$ cat config.mk
export PLATFORM = sky130hd
export DESIGN_NAME = mem_access_unit_flat
export DESIGN_NICKNAME = d
export VERILOG_FILES = /design/src/rtl/mem_access_unit_if.sv /design/src/rtl/mem_access_unit.sv /design/src/flat_wrapper.sv
export SDC_FILE = /design/constraint.sdc
export NUM_CORES = 1
export LEC_CHECK = 0
export BUFFER_PORTS_ARGS = -buffer_cell sky130_fd_sc_hd__buf_2
export CORE_MARGIN = 3
export CORE_UTILIZATION = 48
export DETAILED_ROUTE_END_ITERATION = 16
export PLACE_DENSITY = 0.9
export SLEW_MARGIN = 20
export SYNTH_ARGS = -nofsm -noshare
export SYNTH_HDL_FRONTEND = slang
export SYNTH_SLANG_ARGS = --single-unit
$ cat constraint.sdc
create_clock -name clk -period 2.55 [get_ports clk]
set_input_delay 0.6375 -clock clk [delete_from_list [all_inputs] [get_ports clk]]
set_output_delay 0.6375 -clock clk [all_outputs]
set_load 0.01 [all_outputs]
$ cat src/rtl/mem_access_unit_if.sv
// Data-memory bus between the MEM-stage access unit (master) and the memory (slave).
// The master issues one request and holds it until a one-cycle ack or its own timeout.
interface mem_access_unit_if;
    logic        bus_req;
    logic        bus_we;
    logic [31:0] bus_addr;
    logic [3:0]  bus_be;
    logic [31:0] bus_wdata;
    logic [31:0] bus_rdata;
    logic        bus_ack;

    modport master (
        output bus_req, bus_we, bus_addr, bus_be, bus_wdata,
        input  bus_rdata, bus_ack
    );

    modport slave (
        input  bus_req, bus_we, bus_addr, bus_be, bus_wdata,
        output bus_rdata, bus_ack
    );
endinterface

$ cat src/rtl/mem_access_unit.sv
// MEM-stage data-memory access unit: turns an EX/MEM load/store into one bus
// transaction, stalls the pipeline until it completes, and returns the
// lane-aligned, sign/zero-extended load word (little-endian lanes).
module mem_access_unit #(
    parameter int TIMEOUT = 255
) (
    input  logic              clk,
    input  logic              rst,
    input  logic [5:0]        opcode,
    input  logic              mem_read,
    input  logic              mem_write,
    input  logic [31:0]       addr,
    input  logic [31:0]       wdata,
    output logic              stall,
    output logic [31:0]       rdata,
    output logic              addr_err,
    output logic              bus_err,
    mem_access_unit_if.master bus
);

    localparam logic [5:0] OP_LB  = 6'h20;
    localparam logic [5:0] OP_LH  = 6'h21;
    localparam logic [5:0] OP_LW  = 6'h23;
    localparam logic [5:0] OP_LBU = 6'h24;
    localparam logic [5:0] OP_LHU = 6'h25;
    localparam logic [5:0] OP_SB  = 6'h28;
    localparam logic [5:0] OP_SH  = 6'h29;
    localparam logic [5:0] OP_SW  = 6'h2B;

    // Counter value seen in the last BUSY cycle before giving up on the ack.
    localparam logic [7:0] LAST_CNT = 8'(TIMEOUT - 1);

    typedef enum logic [1:0] {
        ST_IDLE = 2'd0,
        ST_BUSY = 2'd1,
        ST_DONE = 2'd2
    } state_t;

    function automatic logic op_supported(input logic [5:0] op);
        logic ok;
        case (op)
            OP_LB, OP_LH, OP_LW, OP_LBU, OP_LHU, OP_SB, OP_SH, OP_SW: ok = 1'b1;
            default:                                                  ok = 1'b0;
        endcase
        return ok;
    endfunction

    function automatic logic op_is_store(input logic [5:0] op);
        logic st;
        case (op)
            OP_SB, OP_SH, OP_SW: st = 1'b1;
            default:             st = 1'b0;
        endcase
        return st;
    endfunction

    // Halfwords need an even address, words a multiple of four; bytes are always fine.
    function automatic logic op_aligned(input logic [5:0] op, input logic [1:0] lo);
        logic ok;
        case (op)
            OP_LH, OP_LHU, OP_SH: ok = (lo[0] == 1'b0);
            OP_LW, OP_SW:         ok = (lo == 2'b00);
            default:              ok = 1'b1;
        endcase
        return ok;
    endfunction

    function automatic logic [3:0] store_be(input logic [5:0] op, input logic [1:0] lo);
        logic [3:0] be;
        case (op)
            OP_SB:   be = 4'b0001 << lo;
            OP_SH:   be = lo[1] ? 4'b1100 : 4'b0011;
            default: be = 4'b1111;
        endcase
        return be;
    endfunction

    // Store data is replicated across lanes so the enabled lanes carry the right bytes.
    function automatic logic [31:0] store_data(input logic [5:0] op, input logic [31:0] d);
        logic [31:0] w;
        case (op)
            OP_SB:   w = {4{d[7:0]}};
            OP_SH:   w = {2{d[15:0]}};
            OP_SW:   w = d;
            default: w = 32'h0000_0000;
        endcase
        return w;
    endfunction

    // Stores (and anything unknown) return zero so rdata reads 0 after a store.
    function automatic logic [31:0] load_extend(input logic [5:0] op, input logic [1:0] lane,
                                                input logic [31:0] d);
        logic [7:0]  b;
        logic [15:0] h;
        logic [31:0] r;
        case (lane)
            2'd0:    b = d[7:0];
            2'd1:    b = d[15:8];
            2'd2:    b = d[23:16];
            2'd3:    b = d[31:24];
            default: b = 8'h00;
        endcase
        h = lane[1] ? d[31:16] : d[15:0];
        case (op)
            OP_LB:   r = {{24{b[7]}}, b};
            OP_LBU:  r = {24'h00_0000, b};
            OP_LH:   r = {{16{h[15]}}, h};
            OP_LHU:  r = {16'h0000, h};
            OP_LW:   r = d;
            default: r = 32'h0000_0000;
        endcase
        return r;
    endfunction

    state_t      state_r, state_nxt_s;
    logic [7:0]  cnt_r, cnt_nxt_s;
    logic [5:0]  op_r, op_nxt_s;
    logic [1:0]  lane_r, lane_nxt_s;
    logic        bus_req_r, bus_req_nxt_s;
    logic        bus_we_r, bus_we_nxt_s;
    logic [31:0] bus_addr_r, bus_addr_nxt_s;
    logic [3:0]  bus_be_r, bus_be_nxt_s;
    logic [31:0] bus_wdata_r, bus_wdata_nxt_s;
    logic [31:0] rdata_r, rdata_nxt_s;
    logic        addr_err_r, addr_err_nxt_s;
    logic        bus_err_r, bus_err_nxt_s;
    logic        stall_s;
    logic        req_s, legal_s, ack_s, timeout_s;

    assign req_s     = mem_read | mem_write;
    assign legal_s   = op_supported(opcode) & op_aligned(opcode, addr[1:0]);
    assign ack_s     = bus.bus_ack;
    assign timeout_s = (cnt_r == LAST_CNT);

    // State register.
    always_ff @(posedge clk) begin
        if (rst) begin
            state_r <= ST_IDLE;
        end else begin
            state_r <= state_nxt_s;
        end
    end

    // Next-state: leave IDLE only for a legal request; ack or timeout ends BUSY.
    always_comb begin
        state_nxt_s = state_r;
        case (state_r)
            ST_IDLE: begin
                if (req_s && legal_s) begin
                    state_nxt_s = ST_BUSY;
                end else begin
                    state_nxt_s = ST_IDLE;
                end
            end
            ST_BUSY: begin
                if (ack_s || timeout_s) begin
                    state_nxt_s = ST_DONE;
                end else begin
                    state_nxt_s = ST_BUSY;
                end
            end
            ST_DONE: state_nxt_s = ST_IDLE;
            default: state_nxt_s = ST_IDLE;
        endcase
    end

    // Output decode: combinational stall plus next values of the registered outputs.
    always_comb begin
        stall_s         = 1'b0;
        cnt_nxt_s       = cnt_r;
        op_nxt_s        = op_r;
        lane_nxt_s      = lane_r;
        bus_req_nxt_s   = bus_req_r;
        bus_we_nxt_s    = bus_we_r;
        bus_addr_nxt_s  = bus_addr_r;
        bus_be_nxt_s    = bus_be_r;
        bus_wdata_nxt_s = bus_wdata_r;
        rdata_nxt_s     = rdata_r;
        addr_err_nxt_s  = 1'b0;
        bus_err_nxt_s   = 1'b0;
        case (state_r)
            ST_IDLE: begin
                if (req_s && legal_s) begin
                    stall_s         = 1'b1;
                    cnt_nxt_s       = 8'd0;
                    op_nxt_s        = opcode;
                    lane_nxt_s      = addr[1:0];
                    bus_req_nxt_s   = 1'b1;
                    bus_we_nxt_s    = op_is_store(opcode);
                    bus_addr_nxt_s  = {addr[31:2], 2'b00};
                    bus_be_nxt_s    = store_be(opcode, addr[1:0]);
                    bus_wdata_nxt_s = store_data(opcode, wdata);
                end else if (req_s) begin
                    addr_err_nxt_s  = 1'b1;
                    rdata_nxt_s     = 32'h0000_0000;
                end else begin
                    stall_s         = 1'b0;
                end
            end
            ST_BUSY: begin
                stall_s   = 1'b1;
                cnt_nxt_s = cnt_r + 8'd1;
                if (ack_s) begin
                    bus_req_nxt_s = 1'b0;
                    rdata_nxt_s   = load_extend(op_r, lane_r, bus.bus_rdata);
                end else if (timeout_s) begin
                    bus_req_nxt_s = 1'b0;
                    rdata_nxt_s   = 32'h0000_0000;
                    bus_err_nxt_s = 1'b1;
                end else begin
                    bus_req_nxt_s = 1'b1;
                end
            end
            ST_DONE: stall_s = 1'b0;
            default: stall_s = 1'b0;
        endcase
    end

    // Output and datapath registers; everything clears on reset.
    always_ff @(posedge clk) begin
        if (rst) begin
            cnt_r       <= 8'd0;
            op_r        <= 6'd0;
            lane_r      <= 2'd0;
            bus_req_r   <= 1'b0;
            bus_we_r    <= 1'b0;
            bus_addr_r  <= 32'h0000_0000;
            bus_be_r    <= 4'b0000;
            bus_wdata_r <= 32'h0000_0000;
            rdata_r     <= 32'h0000_0000;
            addr_err_r  <= 1'b0;
            bus_err_r   <= 1'b0;
        end else begin
            cnt_r       <= cnt_nxt_s;
            op_r        <= op_nxt_s;
            lane_r      <= lane_nxt_s;
            bus_req_r   <= bus_req_nxt_s;
            bus_we_r    <= bus_we_nxt_s;
            bus_addr_r  <= bus_addr_nxt_s;
            bus_be_r    <= bus_be_nxt_s;
            bus_wdata_r <= bus_wdata_nxt_s;
            rdata_r     <= rdata_nxt_s;
            addr_err_r  <= addr_err_nxt_s;
            bus_err_r   <= bus_err_nxt_s;
        end
    end

    assign stall         = rst ? 1'b0 : stall_s;
    assign rdata         = rdata_r;
    assign addr_err      = addr_err_r;
    assign bus_err       = bus_err_r;
    assign bus.bus_req   = bus_req_r;
    assign bus.bus_we    = bus_we_r;
    assign bus.bus_addr  = bus_addr_r;
    assign bus.bus_be    = bus_be_r;
    assign bus.bus_wdata = bus_wdata_r;

endmodule
$ cat src/flat_wrapper.sv
// flat-port wrapper written by rule: the top's interface ports become plain ports
module mem_access_unit_flat 
#(
    parameter int TIMEOUT = 255
)
  (clk, rst, opcode, mem_read, mem_write, addr, wdata, stall, rdata, addr_err, bus_err, bus_bus_req, bus_bus_we, bus_bus_addr, bus_bus_be, bus_bus_wdata, bus_bus_rdata, bus_bus_ack);
  mem_access_unit_if bus_i ();
  input  logic clk;
  input  logic rst;
  input  logic [5:0] opcode;
  input  logic mem_read;
  input  logic mem_write;
  input  logic [31:0] addr;
  input  logic [31:0] wdata;
  output logic stall;
  output logic [31:0] rdata;
  output logic addr_err;
  output logic bus_err;
  output wire logic [$bits(bus_i.bus_req)-1:0] bus_bus_req;
  output wire logic [$bits(bus_i.bus_we)-1:0] bus_bus_we;
  output wire logic [$bits(bus_i.bus_addr)-1:0] bus_bus_addr;
  output wire logic [$bits(bus_i.bus_be)-1:0] bus_bus_be;
  output wire logic [$bits(bus_i.bus_wdata)-1:0] bus_bus_wdata;
  input wire logic [$bits(bus_i.bus_rdata)-1:0] bus_bus_rdata;
  input wire logic [$bits(bus_i.bus_ack)-1:0] bus_bus_ack;
  assign bus_bus_req = bus_i.bus_req;
  assign bus_bus_we = bus_i.bus_we;
  assign bus_bus_addr = bus_i.bus_addr;
  assign bus_bus_be = bus_i.bus_be;
  assign bus_bus_wdata = bus_i.bus_wdata;
  assign bus_i.bus_rdata = bus_bus_rdata;
  assign bus_i.bus_ack = bus_bus_ack;
  mem_access_unit #(.TIMEOUT(TIMEOUT)) u_core (.clk(clk), .rst(rst), .opcode(opcode), .mem_read(mem_read), .mem_write(mem_write), .addr(addr), .wdata(wdata), .stall(stall), .rdata(rdata), .addr_err(addr_err), .bus_err(bus_err), .bus(bus_i));
endmodule
==> summary.md <==
| Metric | Value |
|---|---|
| Std cell rows | 36 |
| Max-slew headroom | 0.638 |
| Setup tns final | 0 ns |
| P_int | approximately 3800 µW |
| Crit path time final | ~2.4 ns |
| Post-cts resize count | 0 |
| Standard cell core area | 10000 µm² |
| Initial antenna violation count | 1 |
| Post-synth EDFFs | 0 |
| Number of library cell types mapped by synthesis | 55 |
| Sequential share of power | 0.393 |
| CTS H-tree lvls | 4 |
| CP Class | in -> out |
| Unrepaired setup endpoints after global routing | false |
| Minimum setup slack in the final design | 0.132 ns |
| Layout Cell Area excl Fill | between 6000 and 7000 µm² |
| Hold EP | u_core.bus.bus_addr[11] |
| Cell depth of the worst flop-to-flop path | 7 |
| CTS tree | built |
| Buffer depth of the longest clock path | 2 |
| Type of element capturing the critical path | output port |
| I/O pin total | around 210 |
| Post-synthesis register bit count | between 100 and 150 |
| Iter 0 DRT Violations | about 430 |
| Per-instance average area after synthesis | between 9 and 10 µm² |
| Leakage dissipation | around 0.0030 µW |
| Number of global-route vias before repair | between 5000 and 6000 |
| Startpoint class of the critical path | primary input |
| Multi-input combinational cell area | about 2500 µm² |
| Sequential element share of the synthesized area | 0.473 |
| Detailed-route wire length per cell | 17.3 µm |
| Worst ir drop on vdd | roughly 400 µV |
| Clock tree root buffer cell | sky130_fd_sc_hd__clkbuf_8 |
| Post-CTS Setup Inserts | 0 |
| Die height | about 110 µm |
| Leftover overflow at the end of global routing | 0 |
| Layout Skew | ~0.0096 ns |
| Transition time at the pin with the least slew margin | approximately 0.54 ns |
| Detailed-router iteration count before antenna repair | 5 |
| Endpoint of the most critical register-to-register path | u_core.rdata[1] |
| Power density relative to cell area | just over 700 nW/µm² |
| Number of setup violations in the final report | 0 |
| Clk slew on worst S/H paths | 0.06 ns |
| Post-synth design cell area | 5080 µm² |
| Clock network fraction of total power | 0.533 |
| Number of design rule violations left after detail routing | 0 |
| Reg2Reg Setup Slack | a little over 0.3 ns |
| Largest net degree at the start of global routing | 51 |
| Max Clk Rate | approximately 410 MHz |
| Number of buffers added to fix hold violations after cts | 0 |
| Total Die Area | 11900 µm² |
| Final-report max-slew violation count | 0 |
| Count of antenna-violating nets left after detailed routing | 0 |
| CTS buffer count | 17 |
| Routed vias | around 5200 |
| Hold Crit Start | addr[11] |
| Via-per-instance ratio | around 5.8 |
| Max-cap violations | 0 |
| Number of diodes added for antenna fixing | 0 |
| Post-layout net count | roughly 870 |
| Starting Density | 0.506 |
| Worst setup slack after placement | between 0.1 and 0.15 ns |
| Number of hold-slack violations in the final timing report | 0 |
| Yosys Warn Count | 0 |
| Run status | complete, no violations |
| All-layer global routing usage | 0.265 |
| Period utilisation layout | 0.948 |
| Async set-reset flop share out of synthesis | 0 |
| Sinks on the clock net | 120 |
| Final Power | between 4000 and 5000 µW |
| Post-Route WL | 15700 µm |
| Placer's final routability congestion estimate | ~0.87 |
| Reg-to-reg startpoint | u_core.cnt_r[0] |
| Classification of the worst-slack hold path | in -> reg |
| Mapped Cells | 557 |
| Signal arrival time at the worst endpoint | ~1.8 ns |
| Area growth from synthesis to final layout | 36.8% |
| Relative contribution of combinational cells to total power | 0.075 |
| Switching part of the total power | 0.220 |
| Proportion of layout cells with a drive suffix above 1 | 0.362 |
| CP max FO | 5 |
| Required time reported for the critical path endpoint | roughly 1.9 ns |
| Clock latency on the worst-skew pair | around 0.52 ns |
| Detailed Place HPWL | approximately 12000 µm |
| Reg area | approximately 2400 µm² |
| Layout filler cell count | 758 |
| Worst Hold Depth | 3 |
| Area of placed instances | 6300 µm² |
| Global-route wire length before repair | approximately 25000 µm |
| Top FF cell, synth | sky130_fd_sc_hd__dfxtp_1 |
| Die width | about 110 µm |
| Port Buf Inserts | approximately 210 |
| Net Sw Power | 1080 µW |
power groups by stage:
stage	sequential, µW	combinational [µW]	clock [µW]
4_1_cts	1920	361	2640
3_3_place_gp	1960	346	0
5_1_grt	1930	397	2730
2_1_floorplan	1970	169	0
6_report	1920	365	2610
3_5_place_dp	1960	358	0
Yosys cell counts, types with 3 or more instances:
library cell                instances  area [µm²]
sky130_fd_sc_hd__a21oi_1           85         425
sky130_fd_sc_hd__a221o_1           11         110
sky130_fd_sc_hd__a222oi_1           4        40.0
sky130_fd_sc_hd__a22o_1            16         140
sky130_fd_sc_hd__a22oi_1            9        67.6
sky130_fd_sc_hd__a2bb2oi_1          3        26.3
sky130_fd_sc_hd__a311oi_1           6        52.6
sky130_fd_sc_hd__and3_1             4        25.0
sky130_fd_sc_hd__buf_1              3        11.3
sky130_fd_sc_hd__buf_2             16        80.1
sky130_fd_sc_hd__buf_4              4        30.0
sky130_fd_sc_hd__buf_6              3        33.8
sky130_fd_sc_hd__clkbuf_1          22        82.6
sky130_fd_sc_hd__dfxtp_1          120        2400
sky130_fd_sc_hd__inv_1              5        18.8
sky130_fd_sc_hd__mux2i_1            6        60.1
sky130_fd_sc_hd__mux4_2             5         113
sky130_fd_sc_hd__nand2_1           95         357
sky130_fd_sc_hd__nand2b_1           3        18.8
sky130_fd_sc_hd__nand3_1           13        65.1
sky130_fd_sc_hd__nand4_1            3        18.8
sky130_fd_sc_hd__nor2_1            21        78.8
sky130_fd_sc_hd__nor2b_1            5        31.3
sky130_fd_sc_hd__nor3_1             4        20.0
sky130_fd_sc_hd__nor3_2             3        30.0
sky130_fd_sc_hd__nor3b_1            4        30.0
sky130_fd_sc_hd__o21ai_0            5        25.0
sky130_fd_sc_hd__o2bb2ai_1         42         368
registers in the layout (all words and copies together), names as in the netlist, 2 cells and up:
signal / flops
u_core.lane_r: 2
u_core.bus.bus_wdata: 32
u_core.rdata: 32
u_core.op_r: 6
u_core.cnt_r: 8
u_core.state_r: 2
u_core.bus.bus_addr: 30
u_core.bus.bus_be: 4
layout by cell type, fill, tap and decap left out, types with 4 or more instances in the layout:
master,instances
sky130_fd_sc_hd__buf_2,209
sky130_fd_sc_hd__dfxtp_1,120
sky130_fd_sc_hd__nand2_1,95
sky130_fd_sc_hd__a21oi_1,85
sky130_fd_sc_hd__o2bb2ai_1,42
sky130_fd_sc_hd__nor2_1,21
sky130_fd_sc_hd__buf_4,18
sky130_fd_sc_hd__a22o_1,16
sky130_fd_sc_hd__clkbuf_16,16
sky130_fd_sc_hd__nand3_1,13
sky130_fd_sc_hd__a221o_1,11
sky130_fd_sc_hd__a22oi_1,9
sky130_fd_sc_hd__a311oi_1,6
sky130_fd_sc_hd__mux2i_1,6
sky130_fd_sc_hd__inv_1,5
sky130_fd_sc_hd__o21ai_0,5
sky130_fd_sc_hd__nor2b_1,5
sky130_fd_sc_hd__mux4_2,5
sky130_fd_sc_hd__bufinv_16,5
sky130_fd_sc_hd__nor3_1,4
sky130_fd_sc_hd__nor3b_1,4
sky130_fd_sc_hd__a222oi_1,4
sky130_fd_sc_hd__clkbuf_8,4
sky130_fd_sc_hd__buf_12,4
cell families after synthesis:
group,share of synthesized area
compound gates,0.270
xor+xnor,0.00517
fa+ha+maj,0.00492
buf+inv,0.0505
flops,0.473
mux,0.0340
other cells,0.000738
simple gates,0.162
critical path, cell delays in order:
cell and delay, ns:
sky130_fd_sc_hd__buf_2 0.13, sky130_fd_sc_hd__o21ai_0 0.15, sky130_fd_sc_hd__or4b_1 0.48, sky130_fd_sc_hd__a21oi_1 0.14, sky130_fd_sc_hd__nor3_1 0.06, sky130_fd_sc_hd__buf_2 0.17
stage by stage:
| stage | std cells | util | hold WS (ns) |
|---|---|---|---|
| 6_report | 906 | 0.692 | 0.357 |
| 3_3_place_gp | 874 | 0.627 | 0.433 |
| 2_1_floorplan | 558 | - | 0.457 |
| 4_1_cts | 906 | 0.692 | 0.335 |
| 5_1_grt | 906 | 0.692 | 0.343 |
| 3_5_place_dp | 874 | 0.627 | 0.441 |
routing by layer:
layer  part of all wire  global-route usage
met1               0.38               0.315
met2               0.49               0.432
met3               0.10              0.0930
met4              0.022               0.113
met5             0.0010                   0
how the worst max path moves through the flow:
stage,from,to,slack [ns],depth (start not counted)
final,opcode[1],stall,0.13,6
after global routing,opcode[1],stall,0.005,6
after CTS,opcode[1],stall,0.12,6
after detailed placement,opcode[1],u_core.bus.bus_wdata[25],0.11,8
after global placement,opcode[1],stall,0.15,6
after floorplan,opcode[0],stall,0.39,5
area by class of cell:
class                           count  share of cell area
Multi-Input combinational cell    385               0.353
Sequential cell                   120               0.346
Timing Repair Buffer              231               0.181
Clock buffer                       20              0.0655
Clock inverter                     12              0.0283
Tap cell                          133              0.0239
Inverter                            5             0.00270
(Power assumes the default switching activity.)
